`config.mk`:
```
export PLATFORM = sky130hd
export DESIGN_NAME = dmem_byte_gather
export DESIGN_NICKNAME = d
export VERILOG_FILES = /design/src/rtl/dmem_byte_gather_pkg.sv /design/src/rtl/dmem_byte_gather_load_extend.sv /design/src/rtl/dmem_byte_gather.sv
export SDC_FILE = /design/constraint.sdc
export NUM_CORES = 1
export LEC_CHECK = 0
export ABC_AREA = 1
export CAP_MARGIN = 10
export CORE_ASPECT_RATIO = 0.7
export CORE_UTILIZATION = 44
export DETAILED_ROUTE_END_ITERATION = 16
export MAX_ROUTING_LAYER = met4
export PLACE_DENSITY = 0.68
export SKIP_LAST_GASP = 1
export SYNTH_ARGS = -nofsm -noshare
export SYNTH_HDL_FRONTEND = slang
export SYNTH_HIERARCHICAL = 1
export SYNTH_SLANG_ARGS = --single-unit
```
`constraint.sdc`:
```
create_clock -name clk -period 2 [get_ports clk]
set_input_delay 0.3 -clock clk [delete_from_list [all_inputs] [get_ports clk]]
set_output_delay 0.3 -clock clk [all_outputs]
set_load 0.1 [all_outputs]
```
`src/rtl/dmem_byte_gather_pkg.sv`:
```
// Shared definitions for the byte-wide data-memory read and write paths:
// load/store type codes, the gather FSM state type, and the lane-count helper.
package dmem_byte_gather_pkg;

  // Load/store type codes, common to the write-side serialiser and the read-side gather.
  localparam logic [2:0] LS_W  = 3'b000;
  localparam logic [2:0] LS_H  = 3'b001;
  localparam logic [2:0] LS_HU = 3'b010;
  localparam logic [2:0] LS_B  = 3'b011;
  localparam logic [2:0] LS_BU = 3'b100;

  localparam int unsigned WORD_W = 32;
  localparam int unsigned LANE_W = 8;

  typedef enum logic [0:0] {
    ST_IDLE = 1'b0,
    ST_BUSY = 1'b1
  } gather_state_t;

  // Index of the final lane for a load type; unknown codes behave as a full word.
  function automatic logic [1:0] lane_last(input logic [2:0] ls);
    logic [1:0] last;
    case (ls)
      LS_H, LS_HU: last = 2'd1;
      LS_B, LS_BU: last = 2'd0;
      default:     last = 2'd3;
    endcase
    return last;
  endfunction

endpackage

```
`src/rtl/dmem_byte_gather_load_extend.sv`:
```
// Combinational sign/zero extension of an assembled load word.
// Only the lanes belonging to the load type reach the result, so stale
// upper lanes in the raw word can never leak out.
module load_extend
  import dmem_byte_gather_pkg::*;
(
  input  logic [31:0] raw,
  input  logic [2:0]  ls,
  output logic [31:0] ext
);

  // Select the meaningful lanes and fill the rest with sign or zeros.
  always_comb begin
    ext = raw;
    case (ls)
      LS_H:    ext = {{16{raw[15]}}, raw[15:0]};
      LS_HU:   ext = {16'h0000, raw[15:0]};
      LS_B:    ext = {{24{raw[7]}}, raw[7:0]};
      LS_BU:   ext = {24'h000000, raw[7:0]};
      default: ext = raw;
    endcase
  end

endmodule

```
`src/rtl/dmem_byte_gather.sv`:
```
// Read-side byte gather: fetches 1, 2 or 4 lanes from a byte-wide data
// memory, lowest lane first, and presents an extended 32-bit load result.
//
//   state   | meaning
//   --------+------------------------------------------------------------
//   ST_IDLE | no transfer; in_valid/in_byte ignored, out_data holds
//   ST_BUSY | fetching lane byte_idx; captures on in_valid, holds otherwise
module dmem_byte_gather
  import dmem_byte_gather_pkg::*;
(
  input  logic        clk,
  input  logic        rst,
  input  logic        start,
  input  logic [2:0]  num,
  input  logic        in_valid,
  input  logic [7:0]  in_byte,
  output logic        busy,
  output logic [1:0]  byte_idx,
  output logic        done,
  output logic [31:0] out_data
);

  gather_state_t state, state_nxt;
  logic [1:0]    count, count_nxt;
  logic [1:0]    last, last_nxt;
  logic [2:0]    ls_type, ls_type_nxt;
  logic [31:0]   acc, acc_nxt;
  logic          done_nxt;
  logic [31:0]   out_nxt;
  logic [31:0]   acc_merged;
  logic [31:0]   ext_result;

  // Accumulator as it would look with the incoming byte placed in lane[count].
  always_comb begin
    acc_merged = acc;
    case (count)
      2'd0:    acc_merged[7:0]   = in_byte;
      2'd1:    acc_merged[15:8]  = in_byte;
      2'd2:    acc_merged[23:16] = in_byte;
      default: acc_merged[31:24] = in_byte;
    endcase
  end

  // Extension sees the merged word so the final lane lands on the done edge.
  load_extend u_load_extend (
    .raw (acc_merged),
    .ls  (ls_type),
    .ext (ext_result)
  );

  // Next-state and datapath: start wins over capture, done is a one-cycle pulse.
  always_comb begin
    state_nxt   = state;
    count_nxt   = count;
    last_nxt    = last;
    ls_type_nxt = ls_type;
    acc_nxt     = acc;
    done_nxt    = 1'b0;
    out_nxt     = out_data;

    if (start) begin
      ls_type_nxt = num;
      last_nxt    = lane_last(num);
      count_nxt   = 2'd0;
      acc_nxt     = 32'h0000_0000;
      state_nxt   = ST_BUSY;
    end else begin
      case (state)
        ST_BUSY: begin
          if (in_valid) begin
            acc_nxt = acc_merged;
            if (count == last) begin
              state_nxt = ST_IDLE;
              done_nxt  = 1'b1;
              out_nxt   = ext_result;
            end else begin
              count_nxt = count + 2'd1;
            end
          end
        end
        default: begin
          state_nxt = ST_IDLE;
        end
      endcase
    end
  end

  // State register; reset abandons any transfer without a done pulse.
  always_ff @(posedge clk or posedge rst) begin
    if (rst) begin
      state    <= ST_IDLE;
      count    <= 2'd0;
      last     <= 2'd0;
      ls_type  <= LS_W;
      acc      <= 32'h0000_0000;
      done     <= 1'b0;
      out_data <= 32'h0000_0000;
    end else begin
      state    <= state_nxt;
      count    <= count_nxt;
      last     <= last_nxt;
      ls_type  <= ls_type_nxt;
      acc      <= acc_nxt;
      done     <= done_nxt;
      out_data <= out_nxt;
    end
  end

  assign busy     = (state == ST_BUSY);
  assign byte_idx = count;

endmodule

```
==> impl_metrics.env <==
export IMPL_status="complete, no violations"
export IMPL_place_congestion=0.906
export IMPL_io_pins=51
export IMPL_postSynthCellCount=488
export IMPL_vias_per_cell=5.09
export IMPL_rr_worst_depth=12
export IMPL_crit_buf_inv=3
export IMPL_worstMarginPinSlew_ps=420
export IMPL_r2r_end="out_data[23]$_DFFE_PP0P_"
export IMPL_ys_seq_area_share_pct=46.7
export IMPL_power_switching_mw=2.99
export IMPL_nets=542
export IMPL_gr_total_overflow=0
export IMPL_criticalPathCategory="reg2reg"
export IMPL_grt_usage_pct=22.4
export IMPL_antenna_found_initial=0
export IMPL_wl_um=8910
export IMPL_cpMaxStageDelayCell="dfrtp_4"
export IMPL_final_core_util_pct=56.0
export IMPL_first_global_vias=3205
export IMPL_comb_power_share_pct=43.9
export IMPL_wl_per_cell_um=13.8
export IMPL_critPathMaxStageDelay_ps=520
export IMPL_clock_path_buffers=2
export IMPL_final_area_um2=4790
export IMPL_min_period_ps=1830
export IMPL_diodes=0
export IMPL_path_max_fanout=16
export IMPL_crit_path_frequent_cell="nand2_1"
export IMPL_netlist_top_cells_area="dfrtp_1, nand2_1, inv_1, o21a_1, nand4_1"
export IMPL_min_path_type="in2async"
export IMPL_avgSynthCellArea_um2=8.02
export IMPL_p_int_mw=3.51
export IMPL_num_fill_cells=830
export IMPL_yosysTopAreaCellShare_pct=46.7
export IMPL_cts_resized=0
export IMPL_rows=28
export IMPL_clk_pin_slew_ps=60
export IMPL_startpoint_type="register"
export IMPL_clock_root_buffer="clkbuf_16"
export IMPL_mostFrequentLayoutCells="nand2_1, inv_1, dfrtp_1"
export IMPL_die_area_um2=9280
export IMPL_hpwl_um=6330
export IMPL_crit_family="simple AND/OR/NAND/NOR gates"
export IMPL_path_cells="inv_6 -> ha_4 -> nand2_1 -> o21a_1 -> inv_1 -> nand2_1 -> nor2_2 -> a21oi_4 -> buf_12 -> nand2_1 -> nand4_1 -> nand2_1"
export IMPL_h_tree_depth=3
export IMPL_slew_headroom_pct=71.9
export IMPL_synth_cell_area_um2=3910
export IMPL_end_kind="register"
export IMPL_grt_start_max_net_pins=34
export IMPL_leakagePower_nw=2.60
export IMPL_final_common_cell="nand2_1"
export IMPL_start_util_pct=45.8
export IMPL_seq_power_share_pct=29.0
export IMPL_yosys_area_top_type="dfrtp_1"
export IMPL_hold_buffers=0
export IMPL_finClkSkew_ps=3.47
export IMPL_placedInstanceArea_um2=4460
export IMPL_irDropWorstVdd_mv=0.691
export IMPL_finalHoldViolCount=0
export IMPL_report_power_total_mw=6.50
export IMPL_fmax_mhz=547
export IMPL_ys_ff_latch=73
export IMPL_powerDensity_nw_per_um2=1360
export IMPL_drt_iter0_markers=195
export IMPL_cts_tree="yes"
export IMPL_r2r_setup_slack_ps=170
export IMPL_synth_fp_nets=507
export IMPL_crit_required_ps=2280
export IMPL_clk_latency_ps=340
export IMPL_cts_sinks=73
export IMPL_num_vias=3296
export IMPL_switching_share_pct=46.0
export IMPL_coreArea_um2=8550
export IMPL_setup_viol=0
export IMPL_rr_startpoint="byte_idx[1]$_DFFE_PP0P_"
export IMPL_rsz0062_at_grt="no"
export IMPL_drive_gt1_share_pct=16.7
export IMPL_slew_viol_final=0
export IMPL_syn2layout_area_growth_pct=22.3
export IMPL_numCtsBuffers=9
export IMPL_die_h_um=80.9
export IMPL_port_buffers=50
export IMPL_cp_arrival_ps=2110
export IMPL_die_width_um=115
export IMPL_grt_pass1_wl_um=15300
export IMPL_drc=0
export IMPL_first_pass_iters=4
export IMPL_post_cts_buffers=0
export IMPL_min_period_over_period_pct=91.4
export IMPL_clkPwrFrac_pct=27.1
export IMPL_postRouteAntennaNets=0
export IMPL_yosys_warnings=6
export IMPL_cap_violations=0
export IMPL_synth_cell_type_count=27
worst max path at each step:
stage          slack (ps)                  endpoint  cells past startpoint                    start
6_report              170  out_data[23]$_DFFE_PP0P_                     12  byte_idx[1]$_DFFE_PP0P_
5_1_grt                40  out_data[23]$_DFFE_PP0P_                     12  byte_idx[1]$_DFFE_PP0P_
4_1_cts               170  out_data[23]$_DFFE_PP0P_                     12  byte_idx[1]$_DFFE_PP0P_
3_5_place_dp          120  out_data[23]$_DFFE_PP0P_                     11               in_byte[7]
3_3_place_gp          130  out_data[23]$_DFFE_PP0P_                     11               in_byte[7]
2_1_floorplan         -70  out_data[18]$_DFFE_PP0P_                     13  byte_idx[1]$_DFFE_PP0P_
synth_stat cells:
cell      count
clkinv_4      1
nor2_8        1
nand3_4       1
o21ai_0       3
buf_6         6
nor2_2        2
nor2_1        5
nand2_1     154
o21ai_1       1
dfrtp_1      73
ha_1          4
a21oi_4       1
a21oi_1       1
nand4_1      32
nand3_1      19
buf_1         1
nand2_2       6
clkbuf_1      6
inv_1        74
buf_4         9
o21a_1       32
inv_2         4
o22ai_1      32
nand3_2       1
nand2_4       1
buf_2        17
a31oi_1       1
cell type report:
cell class	count	area (um2)	share of cell area, %
Sequential cell	73	1830	38.3
Multi-Input combinational cell	297	1560	32.7
Timing Repair Buffer	63	596	12.4
Inverter	79	313	6.53
Clock buffer	11	253	5.28
Tap cell	120	150	3.14
Clock inverter	5	77.6	1.62
layer usage:
layer	wire length, um	track usage (%)	share of wire [%]
met3	419	5.90	4.7
met5	0	-	0
met1	4150	27.9	47
met4	168	8.57	1.9
met2	4170	35.4	47
sequential cells by signal, indices dropped and copies added, names as in the netlist:
signal and cells:
ls_type 3, done 1, out_data 32, busy 1, last 2, acc 32
byte_idx 2
power by group through the flow:
stage / sequential (mW) / combinational, mW / clock (mW)
finish: 1.89 / 2.85 / 1.76
CTS: 1.89 / 2.87 / 1.79
global placement: 1.91 / 2.84 / 0
floorplan: 3.37 / 0.860 / 0
global route: 1.92 / 3.03 / 1.86
detailed placement: 1.91 / 2.86 / 0
through the flow:
step / cells / hold WS (ps) / setup slack (ps) / TNS [ps]
4_1_cts: 648 / 316 / 172 / 0
5_1_grt: 648 / 353 / 38.7 / 0
3_3_place_gp: 632 / 459 / 135 / 0
3_5_place_dp: 632 / 460 / 119 / 0
2_1_floorplan: 488 / 403 / -68.7 / -710
6_report: 648 / 304 / 171 / 0
cell families (layout without fill, tap and decap cells):
| logic type | Yosys count | after routing | share of synthesized area, % |
|---|---|---|---|
| AND/OR/NAND/NOR | 222 | 222 | 25.6 |
| buffers and inverters | 118 | 158 | 14.0 |
| flip-flops | 73 | 73 | 46.7 |
| AO/OA/AOI/OAI | 71 | 71 | 12.5 |
| adder cells (fa/ha/maj) | 4 | 4 | 1.28 |
No activity file was read; power rests on OpenSTA's default activity.
